### src/rtl/ifu_fetch_queue.sv
// Instruction fetch unit: issues sequential I-cache reads into an in-order prefetch
// queue, hands filled entries to decode, and flushes on redirect.
module ifu_fetch_queue #(
    parameter int                XLEN     = 64,
    parameter int                ILEN     = 32,
    parameter logic [XLEN-1:0]   RESET_PC = XLEN'(64'h0000_0000_8000_0000),
    parameter int                QDEPTH   = 4
) (
    input  logic                      clk,
    input  logic                      rst_n,
    input  logic                      redirect_valid,
    input  logic [XLEN-1:0]           redirect_pc,
    input  logic                      fetch_hold,
    output logic                      req_valid,
    input  logic                      req_ready,
    output logic [XLEN-1:0]           req_addr,
    input  logic                      resp_valid,
    input  logic [ILEN-1:0]           resp_data,
    output logic                      id_valid,
    input  logic                      id_ready,
    output logic [XLEN+ILEN-1:0]      id_bus,
    output logic [$clog2(QDEPTH):0]   q_count
);

    localparam int AW = $clog2(QDEPTH);
    localparam int CW = AW + 1;

    logic [XLEN-1:0]   r_fpc;
    logic [XLEN-1:0]   r_slot_pc   [QDEPTH];
    logic [ILEN-1:0]   r_slot_inst [QDEPTH];
    logic [QDEPTH-1:0] r_slot_filled;
    logic [AW-1:0]     r_head;
    logic [AW-1:0]     r_alloc;
    logic [AW-1:0]     r_fill;
    logic [CW-1:0]     r_count;
    // Reserved-but-unfilled slots; alloc-fill alone cannot tell empty from full.
    logic [CW-1:0]     r_pend;
    logic [CW-1:0]     r_drop;

    logic              w_req_fire;
    logic              w_deq;
    logic              w_fill;
    logic              w_discard;
    logic [QDEPTH-1:0] w_alloc_sel;
    logic [QDEPTH-1:0] w_fill_sel;
    logic [QDEPTH-1:0] w_deq_sel;

    assign req_valid = rst_n & ~fetch_hold & ~redirect_valid & (r_count < CW'(QDEPTH));
    assign req_addr  = r_fpc;
    assign id_valid  = r_slot_filled[r_head] & (r_count != '0) & ~redirect_valid;
    assign id_bus    = {r_slot_pc[r_head], r_slot_inst[r_head]};
    assign q_count   = r_count;

    assign w_req_fire = req_valid & req_ready;
    assign w_deq      = id_valid & id_ready;
    assign w_fill     = resp_valid & (r_drop == '0);
    assign w_discard  = resp_valid & (r_drop != '0);

    for (genvar gi = 0; gi < QDEPTH; gi++) begin : g_sel
        assign w_alloc_sel[gi] = w_req_fire & (r_alloc == AW'(gi));
        assign w_fill_sel[gi]  = w_fill     & (r_fill  == AW'(gi));
        assign w_deq_sel[gi]   = w_deq      & (r_head  == AW'(gi));
    end

    always_ff @(posedge clk) begin
        if (!rst_n) begin
            for (int i = 0; i < QDEPTH; i++) begin
                r_slot_pc[i]   <= '0;
                r_slot_inst[i] <= '0;
            end
            r_slot_filled <= '0;
        end else if (redirect_valid) begin
            r_slot_filled <= '0;
        end else begin
            for (int i = 0; i < QDEPTH; i++) begin
                if (w_alloc_sel[i]) r_slot_pc[i]   <= r_fpc;
                if (w_fill_sel[i])  r_slot_inst[i] <= resp_data;
            end
            r_slot_filled <= (r_slot_filled & ~w_deq_sel & ~w_alloc_sel) | w_fill_sel;
        end
    end

    always_ff @(posedge clk) begin
        if (!rst_n) begin
            r_fpc   <= RESET_PC;
            r_head  <= '0;
            r_alloc <= '0;
            r_fill  <= '0;
            r_count <= '0;
            r_pend  <= '0;
            r_drop  <= '0;
        end else if (redirect_valid) begin
            r_fpc   <= redirect_pc;
            r_head  <= '0;
            r_alloc <= '0;
            r_fill  <= '0;
            r_count <= '0;
            r_pend  <= '0;
            // Every read still in flight must be swallowed, minus the one arriving now.
            r_drop  <= r_drop + r_pend - CW'(resp_valid);
        end else begin
            if (w_req_fire) begin
                r_fpc   <= r_fpc + XLEN'(4);
                r_alloc <= r_alloc + AW'(1);
            end
            if (w_fill) r_fill <= r_fill + AW'(1);
            if (w_deq)  r_head <= r_head + AW'(1);
            r_count <= r_count + CW'(w_req_fire) - CW'(w_deq);
            r_pend  <= r_pend  + CW'(w_req_fire) - CW'(w_fill);
            r_drop  <= r_drop  - CW'(w_discard);
        end
    end

endmodule
### config.mk
export PLATFORM = sky130hd
export DESIGN_NAME = ifu_fetch_queue
export DESIGN_NICKNAME = d
export VERILOG_FILES = /design/src/rtl/ifu_fetch_queue.sv
export SDC_FILE = /design/constraint.sdc
export NUM_CORES = 1
export LEC_CHECK = 0
export CORE_MARGIN = 4
export CORE_UTILIZATION = 60
export DETAILED_ROUTE_END_ITERATION = 7
export PLACE_DENSITY = 0.95
export SLEW_MARGIN = 0
export SYNTH_ARGS = -nofsm -noshare
export SYNTH_HDL_FRONTEND = slang
export SYNTH_SLANG_ARGS = --single-unit
### constraint.sdc
create_clock -name clk -period 6.6 [get_ports clk]
set_clock_uncertainty 0.05 [all_clocks]
set_input_delay 1.65 -clock clk [delete_from_list [all_inputs] [get_ports clk]]
set_output_delay 1.65 -clock clk [all_outputs]
set_load 0.02 [all_outputs]
==> run summary <==
SYNTHESIS
-------------------------------------------------------------------------------------------------
Primary flip-flop cell chosen by synthesis mapping                                       edfxtp_1
Number of enable flip-flop cells after synthesis                                              384
Post-Syn Area per Cell                                                                   13.7 µm²
Ys Warns                                                                                        0
Flip-flop and latch count after synthesis                                                     469
Asr flop ratio synth                                                                           0%
Post-synthesis instance area                                                           21,600 µm²
Number of distinct library cell variants in the gate-level netlist after synthesis             64
Instance count of the mapped netlist                                                        1,575
Sequential area share after synthesis                                                       61.3%
Syn nets                                                                                    1,703

PLACEMENT
-------------------------------------------------------------------------------------------------
Detailed-placement wirelength estimate                                                  35,500 µm
Buffers added on ports                                                                        267
Number of placed cells counting well taps                                                   2,184
Final RePlAce weighted congestion                                                           0.914
Worst slack at placement                                                                  1410 ps
Instance area at placement                                                             24,500 µm²

TIMING
-------------------------------------------------------------------------------------------------
Number of endpoints failing setup at the final stage                                            0
Remaining max-slew budget at the tightest pin                                               14.7%
Number of hold violations in the final report                                                   0
RSZ-0062 raised after global routing                                                           no
Share of the clock period used by the worst path                                            79.7%
Worst Tran Pin Value                                                                      1280 ps
Max frequency                                                                             190 MHz
Min Tclk post-route                                                                       5260 ps
Aggregate negative setup slack                                                               0 ps
Slew Limit Fails                                                                                0
Setup ws final                                                                            1340 ps

FLOORPLAN
-------------------------------------------------------------------------------------------------
Die Y-Extent                                                                               198 µm
Horiz. Die Dim                                                                             198 µm
Site Rows                                                                                      69
Total core area                                                                        35,600 µm²
Ports placed on the boundary                                                                  268
Initial core utilization                                                                    60.7%
Die area                                                                               39,100 µm²

WORST SETUP PATH
-------------------------------------------------------------------------------------------------
Slack of the worst reg-to-reg path                                                        3500 ps
Worst r2r dst                                                                        req_addr[42]$_SDFFE_PN0N_
Most common cell type on the critical path                                           clkdlybuf4s50_1
Worst path cell trace                                                                clkdlybuf4s50_1 > nand2b_1 > nor3_1 > clkdlybuf4s50_1
Crit-path slowest cell                                                               clkdlybuf4s50_1
Endpoint required time on the critical path                                               4900 ps
Worst-path maximum fanout                                                                      11
Crit Path Category                                                                   primary input to output pin
Worst path max stage delay                                                                 650 ps
Critical path startpoint category                                                    primary input
Worst endpoint data arrival time                                                          3560 ps
Endpoint kind of the worst setup timing path                                           output pin
Worst-case reg-to-reg path depth                                                                6
Capturing element of the worst setup path                                               req_valid
Startpoint of the worst-slack reg-to-reg timing path                                 q_count[2]$_SDFF_PP0_
Critical path launch point                                                           redirect_valid

FLOW RUN
-------------------------------------------------------------------------------------------------
Max Cap Violations                                                                              0

CLOCKING
-------------------------------------------------------------------------------------------------
Setup fix buffers added after clock tree synthesis                                              0
Count of hold-fix buffers inserted at cts                                                       0
TritonCTS buffer count                                                                         46
Clk root buf                                                                            clkbuf_16
Sink Count                                                                                    469
Clock Tree Buf Depth                                                                            3
TritonCTS clock tree                                                                        built
Level count of the clock H-tree                                                                 2
Clk Latency, worst-skew pair                                                               560 ps
Clock edge transition at the registers on the reported setup and hold paths                 60 ps
Count of cells resized by post-cts repair                                                       0

FINISH
-------------------------------------------------------------------------------------------------
Design Area, Final                                                                     25,900 µm²
Final instance count without filler cells                                                   2,267
Fillcell total                                                                              2,055
Count of nets after finishing                                                               1,899
Antenna Diode Count                                                                             0
Most frequent cells in the layout                                                    384 x edfxtp_1, 266 x clkdlybuf4s50_1, 255 x and3_1, 138 x and2_1, 97 x mux4_2
Layout overhead on the synthesized area                                                     20.0%
Leading cell type in the layout, fill and taps excluded                                  edfxtp_1
Share of cells above drive strength 1                                                       12.8%

POWER AND IR DROP
-------------------------------------------------------------------------------------------------
Switching pwr                                                                             1.56 mW
Clock power share                                                                           38.6%
Worst-case vdd ir drop                                                                   0.252 mV
Sequential power share                                                                      51.8%
Part of the total power dissipated in combinational logic                                    9.6%
Power density relative to cell area                                                    257 nW/µm²
Internal power                                                                            5.10 mW
Leakage power summed over all cells                                                       10.0 nW
Switching Fraction                                                                          23.4%

DRT
-------------------------------------------------------------------------------------------------
DRC viols                                                                                       0
Vias post-DR                                                                               15,100
Number of antenna-violating nets in the routed design                                           0
Post-detailed-route wirelength per cell                                                   26.2 µm
Via count normalized by instance count                                                       6.66
Number of design-rule violations left by the first detailed-router iteration                2,028
Final WL                                                                                59,500 µm
Detailed-routing iteration count for the pre-antenna-repair pass                                6

GLOBAL ROUTE
-------------------------------------------------------------------------------------------------
Number of global-route vias before repair                                                  15,100
Antenna violations before repair                                                                0
Pin count of the biggest net entering global routing                                          158
Global route overflow                                                                           0
Global-route wire length before repair                                                  89,900 µm
All-layer global routing usage                                                              29.9%

RUN STATUS
-------------------------------------------------------------------------------------------------
Run status                                                                           finished clean

WORST HOLD PATH
-------------------------------------------------------------------------------------------------
Worst hold path type                                                                 register to register
Worst Min Path Start                                                                 r_alloc[1]$_SDFFE_PP0P_
Number of cells on the worst hold path                                                          2

## power groups by stage
stage                     Sequential, mW  Combinational [mW]  Clock [mW]
after floorplan                     3.48               0.322           0
after global placement              3.49               0.613           0
after detailed placement            3.50               0.627           0
after CTS                           3.45               0.636        2.58
after global routing                3.46               0.672        2.71
final                               3.45               0.637        2.57
## kinds of logic (layout without fill, tap and decap cells)
kind of cell             Yosys count  in the layout  share of synthesized area [%]
AND/OR/NAND/NOR                  636            636                           17.8
flip-flops                       469            469                           61.3
buffers and inverters            161            392                           3.15
AO/OA/AOI/OAI                    119            119                           3.36
multiplexers                     104            104                           10.4
XOR/XNOR                          61             61                           2.47
adder cells (fa/ha/maj)           25             25                           1.55
## synth_stat cells (all sizes together) (35+ instances only)
cell | instances | area share, %
mux4 | 97 | 10
nor2 | 58 | 1.0
edfxtp | 384 | 53
o21ai | 41 | 0.95
a21oi | 38 | 0.88
and2 | 138 | 4.0
dfxtp | 85 | 7.9
xnor2 | 35 | 1.4
nand2 | 63 | 1.1
clkbuf | 114 | 2.1
and3 | 264 | 7.7
## metal layers
layer | vias to the layer above | global-route usage [%] | wire length [µm]
li1 | 6330 | - | -
met1 | 7472 | 41.4 | 21400
met2 | 1105 | 47.6 | 28800
met3 | 201 | 4.92 | 6350
met4 | 0 | 13.3 | 2950
met5 | - | 0 | 0
## area by class of cell
type | count | area (µm²) | area share (%)
Tap cell | 461 | 577 | 2.22
Inverter | 24 | 90.1 | 0.347
Sequential cell | 469 | 13200 | 51.1
Clock inverter | 14 | 87.6 | 0.338
Timing Repair Buffer | 285 | 2820 | 10.9
Multi-Input combinational cell | 945 | 7730 | 29.8
Clock buffer | 69 | 1380 | 5.33
## sequential cells by signal, indices dropped and copies added, names as in the netlist, named ones only
signal	flops
r_slot_pc	256
r_drop	3
r_alloc	2
r_pend	3
r_slot_filled	4
q_count	3
r_head	2
req_addr	64
r_slot_inst	128
r_fill	2
## worst max-delay path, delay by kind of cell
| family | cells | cell delay [ps] |
|---|---|---|
| buffers and inverters | 2 | 1140 |
| AND/OR/NAND/NOR | 2 | 760 |
## worst min path at each step
stage | slack, ps | to
after detailed placement | 430 | r_slot_filled[1]$_SDFF_PP0_
final | 470 | r_alloc[1]$_SDFFE_PP0P_
after floorplan | 410 | r_slot_filled[2]$_SDFF_PP0_
after global placement | 420 | r_slot_filled[1]$_SDFF_PP0_
after CTS | 470 | r_alloc[1]$_SDFFE_PP0P_
after global routing | 490 | r_alloc[1]$_SDFFE_PP0P_
## through the flow
step	hold slack [ps]	power, mW	util [%]
2_1_floorplan	410	3.81	-
5_1_grt	489	6.85	72.9
3_5_place_dp	431	4.13	68.8
4_1_cts	469	6.66	72.9
3_3_place_gp	421	4.10	68.8
6_report	469	6.66	72.9
Power figures use the tool's default switching activity.
